## config.mk

```make
export PLATFORM = sky130hd
export DESIGN_NAME = sync_fifo_param
export DESIGN_NICKNAME = d
export VERILOG_FILES = /design/src/rtl/sync_fifo_pkg.sv /design/src/rtl/sync_fifo_mem.sv /design/src/rtl/sync_fifo_param.sv
export SDC_FILE = /design/constraint.sdc
export NUM_CORES = 2
export LEC_CHECK = 0
export CORE_ASPECT_RATIO = 1.5
export CORE_UTILIZATION = 35
export DETAILED_ROUTE_END_ITERATION = 7
export MAX_ROUTING_LAYER = met4
export SYNTH_ARGS = -nofsm -noshare
export SYNTH_HDL_FRONTEND = slang
export SYNTH_SLANG_ARGS = --single-unit
```

## constraint.sdc

```tcl
create_clock -name clk -period 3.8 [get_ports clk]
set_clock_uncertainty 0.05 [all_clocks]
set_input_delay 0.76 -clock clk [delete_from_list [all_inputs] [get_ports clk]]
set_output_delay 0.76 -clock clk [all_outputs]
set_load 0.1 [all_outputs]
```

## src/rtl/sync_fifo_pkg.sv

```systemverilog
// Shared defaults and helpers for the parametrised synchronous FIFO.
package sync_fifo_pkg;

    localparam int DATA_W_DEF = 8;
    localparam int DEPTH_DEF  = 512;

    // Pointer width: address bits plus one wrap bit.
    function automatic int ptr_width(input int depth);
        return $clog2(depth) + 1;
    endfunction

endpackage

```

## src/rtl/sync_fifo_mem.sv

```systemverilog
// Simple dual-port storage for sync_fifo_param. Registered read by default;
// asynchronous read when SYNC_FIFO_FWFT_EN is defined.
module sync_fifo_mem #(
    parameter int DATA_W = 8,
    parameter int DEPTH  = 512,
    localparam int AW    = $clog2(DEPTH)
) (
    input  logic              clk,
    input  logic              rst,
    input  logic              wr_en,
    input  logic [AW-1:0]     wr_addr,
    input  logic [DATA_W-1:0] wr_data,
    input  logic              rd_en,
    input  logic [AW-1:0]     rd_addr,
    output logic [DATA_W-1:0] rd_data
);

    logic [DATA_W-1:0] mem_q [DEPTH];

    always_ff @(posedge clk) begin
        if (wr_en) begin
            mem_q[wr_addr] <= wr_data;
        end
    end

`ifdef SYNC_FIFO_FWFT_EN
    logic unused_ctrl;
    assign unused_ctrl = rd_en ^ rst;
    assign rd_data     = mem_q[rd_addr];
`else
    logic [DATA_W-1:0] rd_data_q;

    // Output register resets to zero and holds between accepted reads.
    always_ff @(posedge clk) begin
        if (rst) begin
            rd_data_q <= '0;
        end else if (rd_en) begin
            rd_data_q <= mem_q[rd_addr];
        end
    end

    assign rd_data = rd_data_q;
`endif

endmodule

```

## src/rtl/sync_fifo_param.sv

```systemverilog
// Parametrised single-clock FIFO with occupancy, thresholds, flush and error pulses.
// Define SYNC_FIFO_FWFT_EN for first-word-fall-through read behaviour.
module sync_fifo_param
    import sync_fifo_pkg::*;
#(
    parameter int DATA_W    = DATA_W_DEF,
    parameter int DEPTH     = DEPTH_DEF,
    parameter int AF_THRESH = DEPTH - 4,
    parameter int AE_THRESH = 4
) (
    input  logic                     clk,
    input  logic                     rst,
    input  logic                     flush,
    input  logic                     wr_en,
    input  logic [DATA_W-1:0]        wr_data,
    input  logic                     rd_en,
    output logic [DATA_W-1:0]        rd_data,
    output logic                     rd_valid,
    output logic                     full,
    output logic                     empty,
    output logic                     almost_full,
    output logic                     almost_empty,
    output logic [$clog2(DEPTH):0]   count,
    output logic                     overflow,
    output logic                     underflow
);

    localparam int PW = ptr_width(DEPTH);
    localparam int AW = PW - 1;

    logic [PW-1:0] wr_ptr_q, wr_ptr_d;
    logic [PW-1:0] rd_ptr_q, rd_ptr_d;
    logic [PW-1:0] count_q, count_d;
    logic          full_q, empty_q, almost_full_q, almost_empty_q;
    logic          overflow_q, underflow_q;
    logic          wr_acc, rd_acc;

    // Flush drops both requests outright, so neither side may be accepted.
    assign wr_acc = wr_en && !full_q  && !flush;
    assign rd_acc = rd_en && !empty_q && !flush;

    always_comb begin
        wr_ptr_d = wr_ptr_q;
        rd_ptr_d = rd_ptr_q;
        if (flush) begin
            wr_ptr_d = '0;
            rd_ptr_d = '0;
        end else begin
            if (wr_acc) wr_ptr_d = wr_ptr_q + PW'(1);
            if (rd_acc) rd_ptr_d = rd_ptr_q + PW'(1);
        end
        count_d = wr_ptr_d - rd_ptr_d;
    end

    always_ff @(posedge clk) begin
        if (rst) begin
            wr_ptr_q       <= '0;
            rd_ptr_q       <= '0;
            count_q        <= '0;
            full_q         <= 1'b0;
            empty_q        <= 1'b1;
            almost_full_q  <= 1'b0;
            almost_empty_q <= 1'b1;
            overflow_q     <= 1'b0;
            underflow_q    <= 1'b0;
        end else begin
            wr_ptr_q       <= wr_ptr_d;
            rd_ptr_q       <= rd_ptr_d;
            count_q        <= count_d;
            full_q         <= (count_d == PW'(DEPTH));
            empty_q        <= (count_d == '0);
            almost_full_q  <= (count_d >= PW'(AF_THRESH));
            almost_empty_q <= (count_d <= PW'(AE_THRESH));
            overflow_q     <= wr_en && full_q && !flush;
            underflow_q    <= rd_en && empty_q && !flush;
        end
    end

    sync_fifo_mem #(
        .DATA_W (DATA_W),
        .DEPTH  (DEPTH)
    ) u_mem (
        .clk     (clk),
        .rst     (rst),
        .wr_en   (wr_acc && !rst),
        .wr_addr (wr_ptr_q[AW-1:0]),
        .wr_data (wr_data),
        .rd_en   (rd_acc && !rst),
        .rd_addr (rd_ptr_q[AW-1:0]),
        .rd_data (rd_data)
    );

`ifdef SYNC_FIFO_FWFT_EN
    assign rd_valid = !empty_q;
`else
    logic rd_valid_q;

    always_ff @(posedge clk) begin
        if (rst) begin
            rd_valid_q <= 1'b0;
        end else begin
            rd_valid_q <= rd_acc;
        end
    end

    assign rd_valid = rd_valid_q;
`endif

    assign count        = count_q;
    assign full         = full_q;
    assign empty        = empty_q;
    assign almost_full  = almost_full_q;
    assign almost_empty = almost_empty_q;
    assign overflow     = overflow_q;
    assign underflow    = underflow_q;

endmodule

```

=== After elaboration in Yosys (flattened, before gate mapping) ===
Memories as Yosys holds them, arrays and structs flattened. A register that Yosys moved wholly into a read port is not among the register bits.
Index checks and enable logic that the tools add are counted.

* Bits in registers: 37
* Latch bits: 0
* Memory bits (writable): 4,096
* Bits in read-only memories: 0
* Input bits: 13
* Memories: 1

* Add/sub/neg operators: 3
* $mul: 0
* Div/mod/pow operators: 0
* Magnitude comparators: 2
* Eq/ne operators: 1
* Shift-type cells: 0
* Multiplexer cells: 6
* Bitwise logic cells: 0
* Reduce and logical (&&, ||, !) cells: 15

{| class="wikitable"
|+ Memory list
! memory !! words !! width !! rd ports !! clocked after memory_dff !! wr ports !! line !! text
|-
| u_mem.mem_q || 512 || 8 || 1 || 1 || 1 || sync_fifo_mem.sv:18 || <nowiki>logic [DATA_W-1:0] mem_q [DEPTH];</nowiki>
|}

{| class="wikitable"
|+ Operator list
! kind !! number
|-
| $mux W10 || 4
|-
| $add A10 B1 Y10 const B || 2
|-
| $eq A10 B10 Y1 const B || 1
|-
| $ge A10 B9 Y1 const B || 1
|-
| $le A10 B3 Y1 const B || 1
|-
| $logic_and A1 B1 Y1 || 10
|-
| $logic_not A10 Y1 || 1
|-
| $sub A10 B10 Y10 || 1
|-
| $logic_not A1 Y1 || 4
|-
| $mux W1 || 2
|}

=== Depth between registers and ports, before layout ===
* Depth in word-level cells: 7
* Gate-level depth with buffers: 19
* Gate-level depth less buffers: 14

=== Cells and area by module ===
From an unflattened synthesis, not the netlist that was laid out.

* Cell total of the unflattened synthesis: 7,617
* Area, all modules: 161,727.6 sq um

{| class="wikitable"
|+ By module, submodules not included
! module !! instances !! cells each !! area an instance (sq um) !! sequential area each (sq um)
|-
| sync_fifo_mem || 1 || 7,391 || 159,767.0 || 123,158.1
|-
| sync_fifo_param || 1 || 226 || 1,960.6 || 740.7
|}

=== Least setup slack after synthesis ===
OpenSTA, ideal clock, no wires.

* Path kind: register to register
* From: reg rd_ptr_q[1]
* To: reg almost_full_q, in the netlist almost_full
* Library setup time: 0.075 ns
* Arrival: 3.739 ns
* Required time: 3.675 ns
* Path slack: -0.064 ns
* Stages on the path, launching flop included: 18
* Path buffers: 6
* Cell sequence: dfxtp_1 buf_2 buf_4 buf_2 buf_2 buf_2 clkbuf_1 mux2i_1 or2_2 ha_1 nor2b_1 o21ai_0 a21oi_1 o21ai_0 a21oi_1 xnor2_1 or4_1 o22ai_1

* Cells in the longest elaborated chain, start to end: 5

{| class="wikitable"
|+ Ends and longest elaborated chain
! item !! line !! text
|-
| from (decl) || sync_fifo_param.sv:32 || <nowiki>logic [PW-1:0] rd_ptr_q, rd_ptr_d;</nowiki>
|-
| from (signal assigned) || sync_fifo_param.sv:68 || <nowiki>rd_ptr_q <= rd_ptr_d;</nowiki>
|-
| $add A10 B1 Y10 || sync_fifo_param.sv:50 || <nowiki>if (rd_acc) rd_ptr_d = rd_ptr_q + PW'(1);</nowiki>
|-
| $mux W10 (*) || sync_fifo_param.sv:50 ||
|-
| $mux W10 (*) || sync_fifo_param.sv:45 || <nowiki>if (flush) begin</nowiki>
|-
| $sub A10 B10 Y10 (*) || sync_fifo_param.sv:52 || <nowiki>count_d = wr_ptr_d - rd_ptr_d;</nowiki>
|-
| $ge A10 B9 Y1 (*) || sync_fifo_param.sv:72 || <nowiki>almost_full_q <= (count_d >= PW'(AF_THRESH));</nowiki>
|-
| to (signal assigned) || sync_fifo_param.sv:72 ||
|-
| to (decl) || sync_fifo_param.sv:34 || <nowiki>logic full_q, empty_q, almost_full_q, almost_empty_q;</nowiki>
|}

Every way passes the cells marked *; elsewhere a longest branch is shown, timed or not.
A chain may end at the register's enable or synchronous reset.

==> results by stage <==
Route:
- The via count is 87500.
- The number of detailed-routing iterations run before antenna repair is 8.
- The met3 wirelength from detailed routing is 35600 um.
- The iteration-0 DRC count of the detailed router is 10100.
- The wire length per cell after detailed routing is 31.9 um.
- For this run, design rule violations remaining after detail routing come to 0.
- The detailed router used layers up to and including met4.
- The count of nets left with antenna violations after detail routing is 0.
- Using the TritonRoute via totals, the vias-per-cell ratio works out to 5.54.
- Summed over all nets, wire length on met2 after detailed routing comes to 254000 um.
- Wires add up to 503000 um.
- The met1 wire length is 181000 um.

Synthesis:
- The Yosys step of the flow raised 0 warnings.
- The synthesized design contains 4096 enable-type register cells.
- After synthesis, the cell types taking the most area are edfxtp_1 (76%), mux4_2 (11%), mux2i_1 (3.6%).
- In the synthesized netlist the dominant register cell turns out to be edfxtp_1.
- The synthesized area is 162000 sq um.
- The total of flip-flops plus latches after synthesis is 4141.
- The post-synthesis average cell area is 20.0 sq um.
- Of all flip-flops after synthesis, the portion carrying an async set or reset was 0%.
- The post-synthesis net count is 8150.
- The area share of the leading cell type in the synthesized netlist is 75.7%.
- The commonest cells after synthesis are edfxtp_1 (4096), mux4_2 (796), nor2_1 (624).
- The largest total area in the synthesized netlist belongs to edfxtp_1.
- In the synthesized netlist, the number of instances is 8121.
- The proportion of synthesized chip area in sequential cells is 76.3%.
- The number of unique standard cell types used by synthesis is 76.
- The cell with the most instances after synthesis is edfxtp_1.

Outcome:
- The run finished, with violations left.
- The final reports fail on negative setup slack.

Setup path:
- The worst setup path category is reg -> reg.
- Counting cells, the worst reg-to-reg path comes to 10.
- The type of destination of the critical path is a flip-flop.
- For the worst setup path, the data required time is 4.61 ns.
- In this run the worst path has a maximum fanout of 20.
- STA classifies the critical path startpoint as a flip-flop.
- The launching point of the worst reg2reg path is rd_ptr_q[5].
- The setup check on the worst reg-to-reg path leaves a slack of -0.11 ns.
- The reg-to-reg critical path endpoint is u_mem.rd_data[6].
- The arrival time of data at the critical path endpoint is 4.72 ns.

Finish:
- The post-route non-filler standard cell count is 15800.
- Cells with a size suffix above 1 make up 28.9% of the layout.
- The net count of the finished layout is 9339.
- Summing all multi-input logic gate instances after layout gives 35500 sq um.
- The footprint of the flip-flops and latches is 124000 sq um.
- The layout has 40600 filler cells.
- At the end of the flow the core is filled with cells to 41.5%.
- The final cell area excluding filler cells is 192000 sq um.
- The layout-stage area growth over the synthesis result is 18.1%.

Placed design:
- After detailed placement, the design holds a cell count of 15100.
- The number of buffers inserted by port buffering is 37.
- Detailed placement finished with a half-perimeter wire length of 333000 um.
- Once placement finished, the instance area stood at 179000 sq um.
- The global placement routability congestion is 0.924.

Clocking:
- CTS saw 4141 sinks.
- TritonCTS built the clock tree.
- In this run, post-CTS hold repair placed 0 buffers.
- The later pin in the worst-skew pair is clocked with a latency of 0.94 ns.
- The buffer levels on the longest clock path is 4.
- The H-tree was split into 5 levels.
- The clock tree root driver cell is clkbuf_16.
- Counting the buffers created by CTS gives 361.
- Clock-pin slew was measured on the worst setup and hold paths at 0.07 ns.

Timing:
- The count of pins over their slew limit came to 0.
- In this run the tightest slew margin relative to its limit is 14.3%.
- At the pin with the least slew margin, the transition time is 1.28 ns.
- The post-route fraction of the period consumed by the critical path is 103%.
- The total count of hold-check failures in the final report is 0.
- The worst path in the final design needs a cycle of 3.91 ns, including I/O delays and setup.
- Setup repair after global routing left no endpoint under its margin.
- The post-route worst setup slack is -0.107 ns.
- Based on the critical path, the design can be clocked at up to 0.256 GHz.
- Setup violations remaining at the end of the flow were counted as 1.

Global routing:
- The number of global-route vias before repair is 89700.
- The global-route wire length before repair is 702000 um.
- The initial antenna violation count was 29.
- Entering global routing, the biggest net connects 121 pins.
- The total overflow left after global routing is 0.
- The all-layer global routing usage is 21.9%.

Min path:
- The tightest min-delay check is of the in -> reg type.
- In this run the most critical hold path is launched from wr_data[2].
- The end point of the worst hold path is u_mem.mem_q[302][2].
- The worst hold path cell count is 1.

Floorplan:
- The floorplan step defined a die boundary enclosing 467000 sq um.
- The horizontal die dimension is 558 um.
- The region available for standard cell placement spans 463000 sq um.
- The floorplan step set the die height to 836 um.
- The initial core utilization is 35.1%.
- The initialized floorplan defines 306 standard-cell rows.
- The number of primary I/O pins is 38.

Pwr:
- For this design the static power due to leakage is 59.4 nW.
- VDD sags by at most 0.398 mV.
- Dividing total power by cell area gives a power density of 481 nW/um^2.

Run:
- The reported max-cap violation count is 0.
[metal layers]
| layer | vias up | track usage [%] |
|---|---|---|
| met2 | 4067 | 36.5 |
| li1 | 35900 | - |
| met3 | 930 | 3.26 |
| met4 | 0 | 12.4 |
| met1 | 46600 | 25.3 |
| met5 | - | - |
[stage by stage]
stage | setup WS, ns | setup TNS [ns] | hold WS, ns | power (mW)
finish | -0.107 | -0.107 | 0.174 | 92.2
global route | 0.00933 | 0 | 0.144 | 94.3
floorplan | 0.0186 | 0 | 0.484 | 53.1
detailed placement | -0.506 | -2.69 | 0.423 | 54.7
global placement | -0.680 | -3.91 | 0.417 | 54.6
CTS | 0.000376 | 0 | 0.0941 | 92.7
[flip-flops by register name (all words and copies together), names as in the netlist, 8 cells and up]
| name | flops |
|---|---|
| count | 10 |
| rd_ptr_q | 10 |
| u_mem.mem_q | 4096 |
| u_mem.rd_data | 8 |
| wr_ptr_q | 10 |
[worst max path at each step]
| stage | from | to | slack (ns) | cells past startpoint |
|---|---|---|---|---|
| 6_report | rd_ptr_q[5] | u_mem.rd_data[6] | -0.11 | 10 |
| 5_1_grt | wr_ptr_q[0] | almost_full | 0.009 | 14 |
| 4_1_cts | rd_ptr_q[0] | u_mem.rd_data[0] | 0.0004 | 10 |
| 3_5_place_dp | wr_en | full | -0.51 | 15 |
| 3_3_place_gp | rd_en | full | -0.68 | 16 |
| 2_1_floorplan | rd_ptr_q[1] | almost_full | 0.02 | 17 |
[critical path, stage by stage (launching register included)]
cell and delay (ns):
dfxtp_4 0.76, inv_2 0.31, nand2_1 0.85, buf_4 0.31
o21ai_0 0.17, o21ai_1 0.49, o21ai_0 0.18, buf_4 0.21
a21oi_1 0.19, a31oi_1 0.11, a21oi_1 0.15
[area by class of cell]
type                    count  share of cell area, %
diodes                     23                 0.0300
clock buffers             415                   4.92
clock inverters           240                   1.44
inverters                  17                 0.0418
multi-input cells        3434                   18.5
flip-flops and latches   4141                   64.6
well taps                6160                   4.02
repair buffers           1355                   6.37
[where the power goes]
group	switching, mW	internal (mW)
Combinational	2.19	1.29
Sequential	0.0451	50.1
Clock	16.8	21.7
Total	19.0	73.2
[cell families (layout without fill, tap and decap cells)]
group	after synthesis	after routing	synth area share, %
buffers and inverters	546	2027	2.00
XOR/XNOR	19	19	0.102
AND/OR/NAND/NOR	1117	1117	2.90
flip-flops	4141	4141	76.3
multiplexers	1409	1409	14.8
adder cells (fa/ha/maj)	16	16	0.128
other	0	23	0
AO/OA/AOI/OAI	873	873	3.74
[repair_timing]
| item | CTS | global route |
|---|---|---|
| pin swaps | 0 | 0 |
| resized for setup | 3 | 1 |
| setup buffers | 0 | 3 |
| endpoints found under the setup margin | 2 | 2 |
[cells in the final DEF, fill, tap and decap left out, drive strengths merged, types with 15 or more instances in the layout]
cell	count
edfxtp	4096
buf	1351
mux4	796
nor2	624
mux2i	591
clkbuf	415
nand2	239
o221ai	198
a21oi	190
clkinv	150
o22ai	134
o21ai	98
nand3	60
bufinv	56
nor3	51
dfxtp	45
nor2b	40
a211oi	39
a31oi	28
and2	28
inv	28
diode	23
clkinvlp	23
a22oi	22
mux2	22
a311oi	20
o211ai	16
nand4	15
ha	15
No activity file was read; power rests on OpenSTA's default activity.
